==> src/rtl/psk_pkg.sv <==
// Shared definitions for the PSK symbol framer: FSM encoding, symbols per byte,
// and the default preamble.
package psk_pkg;

  typedef enum logic [1:0] {
    IDLE     = 2'd0,
    PREAMBLE = 2'd1,
    PAYLOAD  = 2'd2
  } state_t;

  localparam int SYM_BPSK = 8;
  localparam int SYM_QPSK = 4;

  localparam logic [31:0] PREAMBLE_DEFAULT = 32'h0000_F35A;

endpackage

==> src/rtl/psk_byte_serializer.sv <==
// Byte-in / symbol-out serializer: shifts one payload byte out MSB-first as
// 1-bit (BPSK) or 2-bit (QPSK) symbols.
module psk_byte_serializer
  import psk_pkg::*;
(
  input  logic       clk,
  input  logic       rst,
  input  logic       mode_bpsk,
  input  logic [7:0] byte_data,
  input  logic       byte_load,
  input  logic       byte_last,
  input  logic       sym_take,
  output logic       byte_ready,
  output logic       sym_avail,
  output logic       sym_last,
  output logic [1:0] sym_bits
);

  logic [7:0] sr;
  logic [3:0] sym_left;
  logic       last_byte;

  assign sym_avail = (sym_left != 4'd0);
  assign sym_last  = (sym_left == 4'd1) && last_byte;
  assign sym_bits  = mode_bpsk ? {sr[7], sr[7]} : sr[7:6];

  // Accepting on the final symbol's handshake keeps bytes back-to-back; the
  // frame's last byte never lets a follow-on byte in.
  assign byte_ready = (sym_left == 4'd0) ||
                      ((sym_left == 4'd1) && sym_take && !last_byte);

  always_ff @(posedge clk) begin
    if (rst) begin
      sr        <= '0;
      sym_left  <= '0;
      last_byte <= 1'b0;
    end else if (byte_load) begin
      sr        <= byte_data;
      sym_left  <= mode_bpsk ? 4'(SYM_BPSK) : 4'(SYM_QPSK);
      last_byte <= byte_last;
    end else if (sym_take && sym_avail) begin
      sr       <= mode_bpsk ? {sr[6:0], 1'b0} : {sr[5:0], 2'b00};
      sym_left <= sym_left - 4'd1;
    end
  end

endmodule

==> src/rtl/psk_symbol_framer.sv <==
// Frames a byte AXIS payload into per-symbol AXIS beats: BPSK preamble first,
// then the payload serialised MSB-first in the mode latched at frame start.
module psk_symbol_framer
  import psk_pkg::*;
#(
  parameter int          BYTES        = 1,
  parameter int          PREAMBLE_LEN = 16,
  parameter logic [31:0] PREAMBLE_SEQ = PREAMBLE_DEFAULT
) (
  input  logic               clk_16M384,
  input  logic               rst_16M384,
  input  logic [7:0]         in_tdata,
  input  logic               in_tvalid,
  output logic               in_tready,
  input  logic               in_tlast,
  input  logic               cfg_is_bpsk,
  output logic [BYTES*8-1:0] out_tdata,
  output logic               out_tvalid,
  input  logic               out_tready,
  output logic               out_tlast,
  output logic               out_tuser,
  output logic               busy,
  output logic               underrun,
  output logic [15:0]        frame_cnt
);

  localparam logic [4:0] LAST_IDX = 5'(PREAMBLE_LEN - 1);

  state_t     state, state_nxt;
  logic       mode_bpsk;
  logic [4:0] pre_idx;
  logic       pre_bit;
  logic       out_hs;

  logic       ser_ready, ser_avail, ser_last, ser_take;
  logic [1:0] ser_bits;

  assign pre_bit  = PREAMBLE_SEQ[LAST_IDX - pre_idx];
  assign out_hs   = out_tvalid && out_tready;
  assign ser_take = (state == PAYLOAD) && out_tready && ser_avail;
  assign busy     = (state != IDLE);

  psk_byte_serializer u_ser (
    .clk        (clk_16M384),
    .rst        (rst_16M384),
    .mode_bpsk  (mode_bpsk),
    .byte_data  (in_tdata),
    .byte_load  (in_tvalid && in_tready),
    .byte_last  (in_tlast),
    .sym_take   (ser_take),
    .byte_ready (ser_ready),
    .sym_avail  (ser_avail),
    .sym_last   (ser_last),
    .sym_bits   (ser_bits)
  );

  always_ff @(posedge clk_16M384) begin
    if (rst_16M384) state <= IDLE;
    else            state <= state_nxt;
  end

  always_comb begin
    state_nxt  = state;
    out_tvalid = 1'b0;
    out_tdata  = '0;
    out_tuser  = 1'b0;
    out_tlast  = 1'b0;
    in_tready  = 1'b0;
    case (state)
      IDLE: begin
        if (in_tvalid) state_nxt = PREAMBLE;
      end
      PREAMBLE: begin
        out_tvalid     = 1'b1;
        out_tdata[1:0] = {pre_bit, pre_bit};
        out_tuser      = 1'b1;
        if (out_hs && pre_idx == LAST_IDX) state_nxt = PAYLOAD;
      end
      PAYLOAD: begin
        out_tvalid = ser_avail;
        if (ser_avail) out_tdata[1:0] = ser_bits;
        out_tuser  = mode_bpsk;
        out_tlast  = ser_last;
        in_tready  = ser_ready;
        if (out_hs && ser_last) state_nxt = IDLE;
      end
      default: state_nxt = IDLE;
    endcase
  end

  always_ff @(posedge clk_16M384) begin
    if (rst_16M384) begin
      mode_bpsk <= 1'b0;
      pre_idx   <= '0;
      frame_cnt <= '0;
      underrun  <= 1'b0;
    end else begin
      // Starvation is flagged one cycle late so the output stays registered.
      underrun <= (state == PAYLOAD) && !ser_avail && !in_tvalid;
      if (state == IDLE && in_tvalid) begin
        mode_bpsk <= cfg_is_bpsk;
        pre_idx   <= '0;
      end
      if (state == PREAMBLE && out_hs) pre_idx <= pre_idx + 5'd1;
      if (state == PAYLOAD && out_hs && ser_last) frame_cnt <= frame_cnt + 16'd1;
    end
  end

endmodule
==> config.mk <==
export PLATFORM = sky130hd
export DESIGN_NAME = psk_symbol_framer
export DESIGN_NICKNAME = d
export VERILOG_FILES = /design/src/rtl/psk_pkg.sv /design/src/rtl/psk_byte_serializer.sv /design/src/rtl/psk_symbol_framer.sv
export SDC_FILE = /design/constraint.sdc
export NUM_CORES = 1
export LEC_CHECK = 0
export BUFFER_PORTS_ARGS = -buffer_cell sky130_fd_sc_hd__buf_4
export CAP_MARGIN = 30
export CORE_MARGIN = 2
export CORE_UTILIZATION = 55
export CTS_CLUSTER_SIZE = 12
export DETAILED_ROUTE_END_ITERATION = 16
export GPL_ROUTABILITY_DRIVEN = 0
export GPL_TIMING_DRIVEN = 0
export MAX_ROUTING_LAYER = met4
export PLACE_DENSITY_LB_ADDON = 0.3
export SETUP_SLACK_MARGIN = 0.2
export SLEW_MARGIN = 20
export SYNTH_ARGS = -nofsm -noshare
export SYNTH_HDL_FRONTEND = slang
export SYNTH_SLANG_ARGS = --single-unit
export TNS_END_PERCENT = 50
==> constraint.sdc <==
create_clock -name clk_16M384 -period 2.2 [get_ports clk_16M384]
set_input_delay 0.22 -clock clk_16M384 [delete_from_list [all_inputs] [get_ports clk_16M384]]
set_output_delay 0.22 -clock clk_16M384 [all_outputs]
set_load 0.005 [all_outputs]
; After elaboration in Yosys (flattened, before gate mapping)
; Memory sizes are Yosys's and may differ from the RTL's.
; Index checks and enable logic that the tools add are counted.
[classes]
add_sub_neg = 4
n_eq_ne = 7
n_mux = 20
n_reduce_logical = 27
magnitude_cmp = 1
[op_table]
columns = operator, n
row1 = 2-to-1 mux 8 bit, 3
row2 = "adder 16 x 1 -> 16 bit, second input constant", 1
row3 = logical AND 1 bit, 16
row4 = 2-to-1 mux 4 bit, 3
row5 = 2-to-1 mux 5 bit, 2
row6 = 2-to-1 mux 2 bit, 4
row7 = "less-than comparator 5 x 6 -> 1 bit, second input constant", 1
row8 = "!= test 2 bit, second input constant", 3
row9 = case mux 2 bit (3 select lines), 1
row10 = nonzero test 2 bit, 3
row11 = "adder 5 x 1 -> 5 bit, second input constant", 1
row12 = "equality test 5 x 4 -> 1 bit, second input constant", 1
row13 = "subtractor 4 x 5 -> 5 bit, first input constant", 1
row14 = "equality test 4 x 1 -> 1 bit, second input constant", 1
row15 = logical NOT 4 bit, 1
row16 = 2-to-1 mux 1 bit, 4
row17 = case mux 1 bit (2 select lines), 2
row18 = case mux 2 bit (2 select lines), 1
row19 = nonzero test 4 bit, 1
row20 = "subtractor 4 x 1 -> 4 bit, second input constant", 1
row21 = logical NOT 1 bit, 3
row22 = AND reduction 3 bit, 1
row23 = "equality test 2 x 1 -> 1 bit, second input constant", 1
row24 = "equality test 2 bit, second input constant", 1
row25 = 2 further kinds, 2
[word_totals]
mem_bits_ro = 32
input_bits = 14
regBits = 38
memories = 1
[memory_table]
columns = name, depth, word_bits, read_ports, rd_clocked_by_memory_dff, write_ports, line
row1 = (name not given), 32, 1, 1, 0, 0, psk_symbol_framer.sv:38  ; assign pre_bit = PREAMBLE_SEQ[LAST_IDX - pre_idx];

; Logic depth before layout (Yosys ltp)
[logic_depth]
depth_word = 9
ltp_mapped = 9
ltp_nobuf = 6

; By module
; A second synthesis with hierarchy kept.
[unflattened]
cells_unflattened = 261
hier_area_um2 = 2235.9
[by_module_without_submodules]
columns = mod, instances, area_each_um2, cells_per_inst
row1 = psk_symbol_framer, 1, 1435.1, 177
row2 = psk_byte_serializer, 1, 800.8, 84

; Worst setup path before layout
; OpenSTA, ideal clock, no wires.
[synth_timing]
path_type = reg2reg
startpoint = register state[0]
endpoint = register frame_cnt[13]
required_ns = 2.077
setup_ns = 0.123
path_buffers = 1
path_slack_ns = 0.181
arrival_ns = 1.895
path_stages_with_launch = 8
path_cell_list = dfxtp_1 inv_1 ha_1 and2_1 o2111ai_4 buf_6 nor4_1 mux2_1
[synth_via]
elab_chain_cells = 5
elab_cells_between_ends = 6
cone_classes = 2 x eq/ne / 1 x mux / 3 x reduce/logical
[synth_rtl]
columns = element, line
row1 = "start, declared", psk_symbol_framer.sv:29  ; state_t state, state_nxt;
row2 = "start signal, assigned", psk_symbol_framer.sv:59  ; else state <= state_nxt;
row3 = equality test 2 bit or equality test 2 x 1 -> 1 bit (tied branches), "psk_symbol_framer.sv:69, psk_symbol_framer.sv:105"
row4 = case mux 1 bit (2 select lines), psk_symbol_framer.sv:69  ; case (state)
row5 = logical AND 1 bit, psk_symbol_framer.sv:39  ; assign out_hs = out_tvalid && out_tready;
row6 = logical AND 1 bit * (2 in series), psk_symbol_framer.sv:105  ; if (state == PAYLOAD && out_hs && ser_last) frame_cnt <= frame_cnt + 16'd1;
row7 = "end signal, assigned", psk_symbol_framer.sv:105
row8 = "end, declared", psk_symbol_framer.sv:24  ; output logic [15:0] frame_cnt
; Mark *: on every way between the ends. The rest lies on a longest branch, timed or not.
; A chain may end at the register's enable or synchronous reset.

; Worst setup path in the final report
[layout_timing]
startpoint = register state[1]
endpoint = register frame_cnt[13]
; The elaborated chain is that of the path after synthesis.

==> summary.log <==
[run_status] result of the run completed
[global_route] remaining global-route overflow 0
[final_layout] Antenna diodes 0
[yosys] top post-synthesis cells by area dfxtp_1 (35%), ha_1 (5.7%), mux2i_1 (4.6%), a21oi_1 (4.1%), nand2b_1 (4.0%)
[floorplan] core area 3740 sq um
[power] leakage power total 1.15 nW
[sta] transition at the pin with the smallest max-transition slack 0.552 ns
[sta] setup violators final 0
[global_route] maximum number of pins on one net before global-route repair 12
[floorplan] number of placed I/O pins 44
[yosys] share of the yosys chip area belonging to registers 34.9%
[sta] final hold vios 0
[floorplan] die height 67.0 um
[yosys] number of different library cells in the post-synthesis netlist 47
[worst_hold_path] destination of the worst hold path underrun
[final_layout] Area growth, synth to finish 29.3%
[sta] worst-case headroom to the max-slew limit 63.2%
[yosys] post-synthesis async set-or-reset flop share 0%
[floorplan] initial core utilization 58.3%
[worst_hold_path] Hold Path Origin in_tvalid
[critical_path] data required time of the critical path 2.38 ns
[worst_hold_path] number of instances on the worst hold path 2
[clocking] cts bufs inserted 5
[worst_hold_path] type of the most critical hold path in2reg
[sta] Hold Slack 0.130 ns
[sta] highest attainable clock frequency 0.506 GHz
[critical_path] Worst Path Max Fanout 7
[yosys] flip-flop and latch count after synthesis 38
[yosys] largest area contributor in the netlist dfxtp_1
[critical_path] crit path from state[1]
[yosys] Yosys top cell area share 34.9%
[yosys] instance count of the mapped netlist 248
[critical_path] kind of critical path reg2reg
[drt] vias per cell 5.69
[yosys] share of synthesized cell area in full adder, half adder and majority cells 5.74%
[critical_path] internal reg-to-reg setup slack 0.22 ns
[floorplan] Die ar. 4480 sq um
[yosys] main combinational cell family by area after synthesis simple AND/OR/NAND/NOR gates
[sta] final critical delay including setup and external delays 1.98 ns
[yosys] ys flop type dfxtp_1
[yosys] number of synthesis warnings 0
[critical_path] Critical Path Sink Type flip-flop
[global_route] global-route wire length before repair 8.45 mm
[global_route] Total GRT Usage 25.3%
[clocking] Max Root-Sink Buffers 2
[global_route] initial antenna violation count 0
[clocking] hold buffer count at CTS 0
[drt] routed wire length 5.20 mm
[yosys] synthesized cell area 2180 sq um
[drt] Detail Route Antenna Nets 0
[yosys] synthesized-area fraction occupied by ao, oa, aoi and oai cells 16.1%
[critical_path] reg-to-reg critical path endpoint frame_cnt[13]
[global_route] number of global-route vias before repair 1889
[placed_design] Detail Placement HPWL 3.26 mm
[drt] routed len/inst 14.5 um
[drt] number of design rule violations left after detail routing 0
[yosys] share of cell area taken by muxes after synthesis 10.3%
[final_layout] ratio of cells with drive above 1 in the final layout 31.8%
[final_layout] final net count 334
[drt] count of vias placed by the detailed router 2043
[placed_design] Port Buffers 36
[critical_path] Worst Setup Start Kind flip-flop
[sta] setup repair after global routing missed its margin true
[clocking] CTS tree built
[sta] largest clock skew in the final design 0.00459 ns
[power] overall power of the completed layout 1.93 mW
[power] highest ir drop seen on vdd 0.000460 V
[critical_path] depth of the worst register-to-register path 7
[sta] count of pins over their slew limit 0
[yosys] simple-gate share of the synthesized area 23.8%
[critical_path] r2r startpoint state[1]
[drt] number of design-rule violations left by the first detailed-router iteration 167
[clocking] clock input transition at the sequential cells of the worst setup and hold paths 0.07 ns
[critical_path] Critical Path AT 2.16 ns
[clocking] total number of H-tree levels 2
[flow_run] max-cap violation count 0
[drt] 1st-pass router iterations 5
[placed_design] Post-Place Cell Area 2530 sq um
[yosys] Mapped Avg Cell Area 8.79 sq um
[final_layout] post-route design area 2820 sq um
[clocking] CTS root buf clkbuf_8
[yosys] count of flip-flops with a built-in enable after synthesis 0
[sta] part of the cycle the worst path needs 89.9%
[clocking] source-to-sink clock delay at the later pin of the worst-skew pair 0.29 ns
[floorplan] die width 67.0 um
[yosys] fraction of synthesized cell area in xor and xnor cells 1.61%
[final_layout] fill count 298
[power] power density cells 685 nW/um^2
[floorplan] standard-cell row count 22
[clocking] sinks on the clock net 38
state kept, by name, summed over array words and instances (netlist names):
register,cells
u_ser.last_byte,1
u_ser.sym_left,4
u_ser.sr,8
frame_cnt,16
underrun,1
state,2
mode_bpsk,1
pre_idx,5
per-stage QoR:
| stage | utilization [%] | instances | TNS [ns] | setup slack [ns] |
|---|---|---|---|---|
| 2_1_floorplan | - | 253 | 0 | 0.229 |
| 3_3_place_gp | 67.6 | 337 | -0.0357 | -0.0231 |
| 3_5_place_dp | 67.6 | 337 | -0.129 | -0.0420 |
| 4_1_cts | 72.3 | 349 | 0 | 0.206 |
| 5_1_grt | 75.3 | 359 | 0 | 0.132 |
| 6_report | 75.3 | 359 | 0 | 0.222 |
report_power, final:
group | internal (mW) | switching, mW | leakage [nW]
Clock | 0.253 | 0.241 | 0.0482
Combinational | 0.329 | 0.341 | 0.794
Sequential | 0.732 | 0.0356 | 0.309
Total | 1.31 | 0.618 | 1.15
cells in the mapped netlist, types with 2 or more instances:
cell type and count:
a211oi_1 2, a21boi_0 2, a21oi_1 18, and2_1 2, and3_1 2, buf_1 2
buf_2 3, buf_4 6, buf_6 3, clkbuf_1 6, dfxtp_1 38, ha_1 10
inv_1 10, mux2_1 4, mux2_2 7, mux2i_1 10, nand2_1 8, nand2b_1 14
nand3_1 14, nand4_1 5, nor2_1 18, nor2b_1 7, nor4_1 4, o2111ai_1 2
o21ai_0 7, o22ai_1 6, o31ai_1 7, or3_1 4, or4_1 7, xnor2_1 2
xor2_1 2
cell type report:
cell class	instances	area [sq um]	area share, %
Multi-Input combinational cell	185	1360	48.2
Sequential cell	38	768	27.2
Timing Repair Buffer	50	373	13.2
Buffer	20	129	4.57
Clock buffer	7	86.3	3.06
Tap cell	48	60.1	2.13
Inverter	10	40.0	1.42
Clock inverter	1	5.00	0.177
how the worst max path moves through the flow:
| stage | endpoint | cells past startpoint |
|---|---|---|
| floorplan | frame_cnt[13] | 7 |
| global placement | frame_cnt[15] | 7 |
| detailed placement | frame_cnt[14] | 7 |
| CTS | frame_cnt[14] | 8 |
| global route | frame_cnt[1] | 9 |
| finish | frame_cnt[13] | 7 |
per-layer routing:
metal / up-vias / track usage (%) / routed length (um)
met2: 78 / 42.0 / 2450
met3: 7 / 5.41 / 341
met1: 946 / 30.1 / 2340
li1: 1012 / - / -
met4: 0 / 9.44 / 62
met5: - / - / 0
cell usage in the layout (no fill, tap or decap), types with 7 or more instances in the layout:
master	synthesis	routed
a21oi_1	18	17
buf_4	6	55
dfxtp_1	38	34
ha_1	10	8
mux2_2	7	7
mux2i_1	10	10
nand2_1	8	8
nand2b_1	14	14
nand3_1	14	14
nor2_1	18	18
nor2b_1	7	7
o21ai_0	7	7
o31ai_1	7	7
or4_1	7	7
cells by family after synthesis:
logic type,count (synthesis)
multiplexers,21
flip-flops,38
AO/OA/AOI/OAI,52
buffers and inverters,30
AND/OR/NAND/NOR,92
other,1
XOR/XNOR,4
adder cells (fa/ha/maj),10
worst max-delay path, stage by stage (launching register included):
cell and delay [ns]:
dfxtp_2 0.37, inv_2 0.07, ha_4 0.29, and2_4 0.17, o2111ai_4 0.15, buf_6 0.19, nor4_2 0.29, mux2_1 0.34
what timing repair did:
action | in CTS | in global routing
gates resized for setup | 16 | 12
buffers inserted | 3 | 10
endpoints found under the setup margin | 20 | 21
pin swaps | 1 | 6
gates cloned | 1 | 0
Power figures use the tool's default switching activity.
